--- config.mk ---
export PLATFORM = sky130hd
export DESIGN_NAME = if_id_ctrl
export DESIGN_NICKNAME = d
export VERILOG_FILES = /design/src/rtl/if_id_ctrl.sv
export SDC_FILE = /design/constraint.sdc
export NUM_CORES = 1
export LEC_CHECK = 0
export CAP_MARGIN = 20
export CORE_MARGIN = 2
export CORE_UTILIZATION = 40
export DETAILED_ROUTE_END_ITERATION = 7
export PLACE_DENSITY = 0.79
export SLEW_MARGIN = 10
export SYNTH_ARGS = -nofsm -noshare
export SYNTH_HDL_FRONTEND = slang
export SYNTH_SLANG_ARGS = --single-unit
--- constraint.sdc ---
create_clock -name clk -period 2 [get_ports clk]
set_input_delay 0.3 -clock clk [delete_from_list [all_inputs] [get_ports clk]]
set_output_delay 0.3 -clock clk [all_outputs]
set_load 0.02 [all_outputs]
--- src/rtl/if_id_ctrl.sv ---
// if_id_ctrl: IF/ID pipeline-register and PC sequencing control.
// Combinational stall/flush/bubble controls are derived from a small
// RUN/FLUSH/IMISS state machine plus the current hazard inputs.
// Optional stall performance counter: define IF_ID_PERF_CNT_EN.
module if_id_ctrl #(
    parameter int FLUSH_CYCLES = 1,
    parameter int MISS_TIMEOUT = 15,
    parameter int CNT_W        = 16
) (
    input  logic             clk,
    input  logic             rst,
    input  logic [4:0]       id_rs,
    input  logic [4:0]       id_rt,
    input  logic             ex_mem_read,
    input  logic [4:0]       ex_rt,
    input  logic             br_resolved,
    input  logic             pred_hit,
    input  logic             imem_ready,
    output logic             pc_write,
    output logic             if_id_write,
    output logic             if_id_flush,
    output logic             id_ex_bubble,
    output logic             imiss_err,
    output logic [1:0]       state,
    output logic [CNT_W-1:0] stall_count
);

    typedef enum logic [1:0] {
        RUN   = 2'd0,
        FLUSH = 2'd1,
        IMISS = 2'd2
    } state_t;

    localparam logic [2:0] FLUSH_RELOAD = 3'(FLUSH_CYCLES - 1);
    localparam logic [7:0] MISS_LIMIT   = 8'(MISS_TIMEOUT);

    state_t     state_q, state_d;
    logic [2:0] flush_cnt_q, flush_cnt_d;
    logic [7:0] miss_cnt_q, miss_cnt_d;
    logic       err_set;
    logic       mispredict;
    logic       load_use;

    assign mispredict = br_resolved & ~pred_hit;
    assign load_use   = ex_mem_read & (ex_rt != 5'd0) &
                        ((ex_rt == id_rs) | (ex_rt == id_rt));

    assign state = state_q;

    // State register, flush/miss counters and sticky timeout flag.
    always_ff @(posedge clk) begin
        // NOTE: sequential state uses non-blocking assignments so every
        // register samples the pre-edge values of its neighbours.
        if (rst) begin
            state_q     <= RUN;
            flush_cnt_q <= 3'd0;
            miss_cnt_q  <= 8'd0;
            imiss_err   <= 1'b0;
        end else begin
            state_q     <= state_d;
            flush_cnt_q <= flush_cnt_d;
            miss_cnt_q  <= miss_cnt_d;
            if (err_set) imiss_err <= 1'b1;
        end
    end

    // Next-state, counter updates and zero-latency pipeline controls.
    always_comb begin
        // NOTE: every output of this block gets a default first so no path
        // through the case statement can infer a latch.
        state_d      = state_q;
        flush_cnt_d  = flush_cnt_q;
        miss_cnt_d   = miss_cnt_q;
        err_set      = 1'b0;
        pc_write     = 1'b1;
        if_id_write  = 1'b1;
        if_id_flush  = 1'b0;
        id_ex_bubble = 1'b0;

        unique case (state_q)
            RUN: begin
                if (mispredict) begin
                    // Redirect the PC and squash the wrong-path fetch.
                    if_id_flush  = 1'b1;
                    if_id_write  = 1'b0;
                    id_ex_bubble = 1'b1;
                    if (FLUSH_CYCLES > 1) begin
                        state_d     = FLUSH;
                        flush_cnt_d = FLUSH_RELOAD;
                    end
                end else if (load_use) begin
                    // Hold PC and IF/ID; the bubble resolves the hazard.
                    pc_write     = 1'b0;
                    if_id_write  = 1'b0;
                    id_ex_bubble = 1'b1;
                end else if (!imem_ready) begin
                    pc_write     = 1'b0;
                    if_id_write  = 1'b0;
                    id_ex_bubble = 1'b1;
                    state_d      = IMISS;
                    miss_cnt_d   = 8'd1;
                end
            end

            FLUSH: begin
                if_id_flush  = 1'b1;
                id_ex_bubble = 1'b1;
                pc_write     = imem_ready;
                if_id_write  = 1'b0;
                if (mispredict) begin
                    flush_cnt_d = FLUSH_RELOAD;
                end else if (flush_cnt_q <= 3'd1) begin
                    state_d     = RUN;
                    flush_cnt_d = 3'd0;
                end else begin
                    flush_cnt_d = flush_cnt_q - 3'd1;
                end
            end

            IMISS: begin
                pc_write     = 1'b0;
                if_id_write  = 1'b0;
                id_ex_bubble = 1'b1;
                if (mispredict) begin
                    // A redirect abandons the outstanding fetch.
                    if_id_flush = 1'b1;
                    pc_write    = 1'b1;
                    miss_cnt_d  = 8'd0;
                    if (FLUSH_CYCLES > 1) begin
                        state_d     = FLUSH;
                        flush_cnt_d = FLUSH_RELOAD;
                    end else begin
                        state_d = RUN;
                    end
                end else if (imem_ready) begin
                    state_d    = RUN;
                    miss_cnt_d = 8'd0;
                end else begin
                    if (miss_cnt_q != 8'hFF) miss_cnt_d = miss_cnt_q + 8'd1;
                    if (miss_cnt_d >= MISS_LIMIT) err_set = 1'b1;
                end
            end

            default: begin
                // Unreachable encoding: stall safely and recover to RUN.
                pc_write     = 1'b0;
                if_id_write  = 1'b0;
                id_ex_bubble = 1'b1;
                state_d      = RUN;
                flush_cnt_d  = 3'd0;
                miss_cnt_d   = 8'd0;
            end
        endcase
    end

`ifdef IF_ID_PERF_CNT_EN
    logic [CNT_W-1:0] stall_cnt_q;

    // Saturating count of cycles in which IF/ID did not accept a new instruction.
    always_ff @(posedge clk) begin
        if (rst)                              stall_cnt_q <= '0;
        else if (!if_id_write && !(&stall_cnt_q)) stall_cnt_q <= stall_cnt_q + 1'b1;
    end

    assign stall_count = stall_cnt_q;
`else
    assign stall_count = '0;
`endif

endmodule

# == Yosys cells after proc, flatten, opt, wreduce, memory -nomap -nowiden ==
# Index checks and enable logic that the tools add are counted.
# op_classes
n_addsub,2
n_mul,0
n_mux,37
n_shift,0
n_lt_le_gt_ge,2
eq_ne,11
div,0
reduce_logical,5
bitwise_logic,6
# op_table
operator,n
8-bit 2-to-1 mux,9
8-bit one-hot mux with 3 select lines,1
1-bit 2-to-1 mux,14
2-bit 2-to-1 mux,7
5-bit equality test,2
"2-bit inequality test, second input constant",5
"8-bit by 1-bit adder with 8-bit output, second input constant",1
"8-bit by 4-bit greater-or-equal comparator with 1-bit output, second input constant",1
"8-bit inequality test, second input constant",1
3-bit 2-to-1 mux,2
2-bit one-hot mux with 3 select lines,1
3-bit one-hot mux with 2 select lines,1
6-bit AND reduction,1
5-bit nonzero test,1
4-bit AND reduction,1
1-bit bitwise AND,3
"3-bit by 1-bit <= comparator with 1-bit output, second input constant",1
"3-bit inequality test, second input constant",1
1-bit one-hot mux with 3 select lines,1
"3-bit by 1-bit subtractor with 3-bit output, second input constant",1
"2-bit by 1-bit equality test with 1-bit output, second input constant",1
"2-bit equality test, second input constant",1
2-bit zero test,1
1-bit NOT,2
3 further kinds,3
# totals
n_memories,0
latch_bits,0
ff_bits,14
output_inout_bits,23
rom_bits,0
in_bits,21
word_cells,67
mem_bits_rw,0

# == Logic depth before layout (Yosys ltp) ==
# logic_depth
word_depth,10
mapped_depth,7
ltp_nobuf,6

# == Worst setup path before layout ==
# No wires, ideal clock.
# synth_timing
kind,input-to-output
start,input port ex_rt[1]
end,output port if_id_write
t_arrival_ns,1.447
path_slack_ns,0.253
required_ns,1.700
path_buffers,0
cell_stages,4
path_cell_list,or4_1 -> o21a_1 -> nand2_4 -> and4_2
# synth_between
elab_chain_len,6
word_cells_on_any_way,9
classes_between,eq/ne: 2; mux: 3; bitwise: 3; reduce/logical: 1
# synth_lines
element,line,text
start: declaration,15,"input logic [4:0] ex_rt,"
5-bit equality test or 5-bit nonzero test (tied branches),"46, 45",
1-bit bitwise OR or 1-bit bitwise AND (tied branches),"46, 45",
1-bit bitwise AND *,45,assign load_use = ex_mem_read & (ex_rt != 5'd0) &
1-bit 2-to-1 mux *,91,end else if (load_use) begin
1-bit 2-to-1 mux *,82,if (mispredict) begin
1-bit 2-to-1 mux *,80,unique case (state_q)
end: declaration,20,"output logic if_id_write,"
# Every way passes the cells marked *; elsewhere a longest branch is shown, timed or not.

# == Worst setup path in the final report ==
# layout_timing
start,input port id_rs[1]
end,output port pc_write
# layout_between
elab_chain_len,6
# layout_lines
element,line,text
start: declaration,12,"input logic [4:0] id_rs,"
5-bit equality test,46,((ex_rt == id_rs) | (ex_rt == id_rt));
1-bit bitwise OR,46,
1-bit bitwise AND,45,
1-bit 2-to-1 mux,91,
1-bit 2-to-1 mux,82,
1-bit one-hot mux with 3 select lines,80,
end: declaration,19,"output logic pc_write,"
# No other way between the ends.

==> results.tsv <==
metric	value	unit
run status	completed	
Post-synth top flop	dfxtp_1	
Worst Slack Setup Final	0.0256	ns
initial antenna violation count	0	
Crit. End Element	output port	
post-synthesis cell type count	47	
largest area contributor in the netlist	dfxtp_1	
clock sink total	10	
Final ANT Viol Nets	0	
Max VDD drop	0.000264	V
Slowest cell on crit path	clkdlybuf4s50_1	
type of origin of the critical path	primary input	
Finished Core Util	57.8	%
# rows	18	
Synth area leaders	dfxtp_1 20%, buf_4 14%, xnor2_1 8.7%, a31oi_1 3.7%, a21oi_1 3.0%	
period utilization	98.7	%
Vias	1044	
IO Pins	44	
drt first pass iters	5	
RSZ-0062 raised after global routing	yes	
CP arrival	1.67	ns
DP Wirelength	2090	µm
initial core utilization	41.5	%
commonest non-fill, non-tap cell in the layout	conb_1	
DR iter-0 viols	26	
Layout Nets	188	
Die H	54.2	µm
max-slew violation count	0	
Crit Path Max Fanout	4	
die area	0.00294	mm²
most frequent cells in the layout	17 x conb_1, 15 x buf_4, 10 x dfxtp_1, 10 x clkdlybuf4s50_1, 8 x dlygate4sd2_1	
CTS root buf	clkbuf_4	
highest routed metal layer	met4	
residual DRC count	0	
adder-cell share of the synthesized area	1.24	%
Layout area overhead	39.3	%
final hold vios	0	
leakage power	0.649	nW
Inserted Diodes	0	
skew final	0.000772	ns
H-Tree Depth	1	
pin count of the biggest net entering global routing	10	
Die Span X	54.2	µm
Max Freq	506	MHz
Num CTS Buffers	3	
core area	0.00243	mm²
WP data required	1.70	ns
complex-gate fraction of the synthesized area	23.5	%
cell count after synthesis	125	
share of layout cells above drive strength 1	24.8	%
Wirelength per Cell	13.7	µm
Fillers	241	
deepest clock path buffer count	2	
Hold-fix buffers, CTS	0	
Worst Hold Class	reg -> reg	
critical-path cell list	clkdlybuf4s50_1 > xnor2_1 > nand2_1 > o22ai_1 > buf_4 > nand2_4 > a31o_4 > buf_6	
Synthesis Warnings	0	
Seq cells post-synth	10	
max-cap violation count	0	
worst slack at placement	-0.632	ns
hold_ws	0.551	ns
Placer Congestion	0.873	
CTS tree	done	
CP Buf/Inv Count	3	
M1 wire length	1020	µm
port bufs	26	
# setup viols final	0	
Synth Cell Area	0.00101	mm²
Final min period	1.97	ns
GRT Util Overall	19.4	%
simple-gate share of the synthesized area	25.2	%
Top Family by Delay on Critical Path	buffers and inverters	
Avg Vias per Cell	5.35	
Multi-input gate area	726	µm²
pwr dens	433	mW/mm²
XOR/XNOR Fraction of Synth Area	8.67	%
CP max stage delay	0.48	ns
Post-synth EDFFs	0	
sequential fraction of the synthesis area	19.8	%
Post-Syn Area per Cell	8.08	µm²
post-synth top area share	19.8	%
async set-reset flop share out of synthesis	0	%
Sum Neg Setup Slack	0	ns
mux contribution to synthesized area	2.97	%
main combinational cell family by area after synthesis	simple AND/OR/NAND/NOR gates	
Skew-Pair Late Insertion Delay	0.27	ns
Setup CP Type	in -> out	
remaining global-route overflow	0	
FF+latch area	200	µm²
DR WL met3	124	µm
vias in the first global route	945	
Clock transition at path regs	0.07	ns
metal2 WL	1470	µm
global-route wire length before repair	4110	µm
routed wire length	2660	µm
## cells in the mapped netlist (3+ instances only)
cell,instances
xnor2_1,10
nand2_1,7
a21oi_1,6
a31oi_1,6
nand4_1,3
buf_4,19
and3_1,3
a21oi_2,3
nand3_1,3
mux2i_1,3
nor2_1,7
dfxtp_1,10
o22ai_1,3
## layout make-up
| class | count | area share (%) |
|---|---|---|
| multi-input combinational | 105 | 51.6 |
| tap | 30 | 2.67 |
| sequential | 10 | 14.2 |
| inverter | 3 | 1.16 |
| clock buffer | 4 | 2.58 |
| timing repair buffer | 43 | 27.8 |
## worst register-to-register path: stages, from the launching register on
cell,delay (ns)
dfxtp_1,0.44
ha_1,0.23
and3_1,0.25
nand4_4,0.18
mux2i_1,0.21
nor3_1,0.06
a311o_1,0.31
## where the power goes
group          internal [mW]  switching (mW)
logic                 0.0999           0.106
registers              0.203         0.00837
clock network          0.111          0.0819
total                  0.413           0.196
## flip-flops by register name, indices dropped and copies added, names as in the netlist
| register | cells |
|---|---|
| miss_cnt_q | 8 |
| imiss_err | 1 |
| state | 1 |
## path summary, 6_finish.rpt
kind,startpoint,endpoint,slack (ns),cells after the start
setup reg to reg,miss_cnt_q[0],miss_cnt_q[0],0.20,6
hold reg to reg,miss_cnt_q[1],miss_cnt_q[1],0.55,2
setup / recovery,id_rs[1],pc_write,0.03,8
hold / removal,miss_cnt_q[1],miss_cnt_q[1],0.55,2
## cells by family (layout without fill, tap and decap cells)
group                    count (synthesis)  after routing
buffers and inverters                   26             50
AND/OR/NAND/NOR                         40             40
XOR/XNOR                                10             10
multiplexers                             3              3
flip-flops                              10             10
adder cells (fa/ha/maj)                  1              1
AO/OA/AOI/OAI                           34             34
other                                    1             17
## per-stage QoR
stage,cell area [µm²],instances,power (mW)
3_5_place_dp,1330,191,0.415
6_report,1410,195,0.610
3_3_place_gp,1330,191,0.409
5_1_grt,1410,195,0.640
4_1_cts,1400,195,0.611
2_1_floorplan,1070,141,0.347
## metal layers
metal | track usage [%] | up-vias
li1 | - | 507
met1 | 20.1 | 482
met2 | 38.6 | 46
met3 | 1.91 | 9
met4 | 8.33 | 0
met5 | 0 | -
## repair_timing
action | CTS | global route
buffers inserted | 0 | 0
pin swaps | 8 | 6
resized for setup | 34 | 5
endpoints found under the setup margin | 3 | 3
No activity file was read; power rests on OpenSTA's default activity.
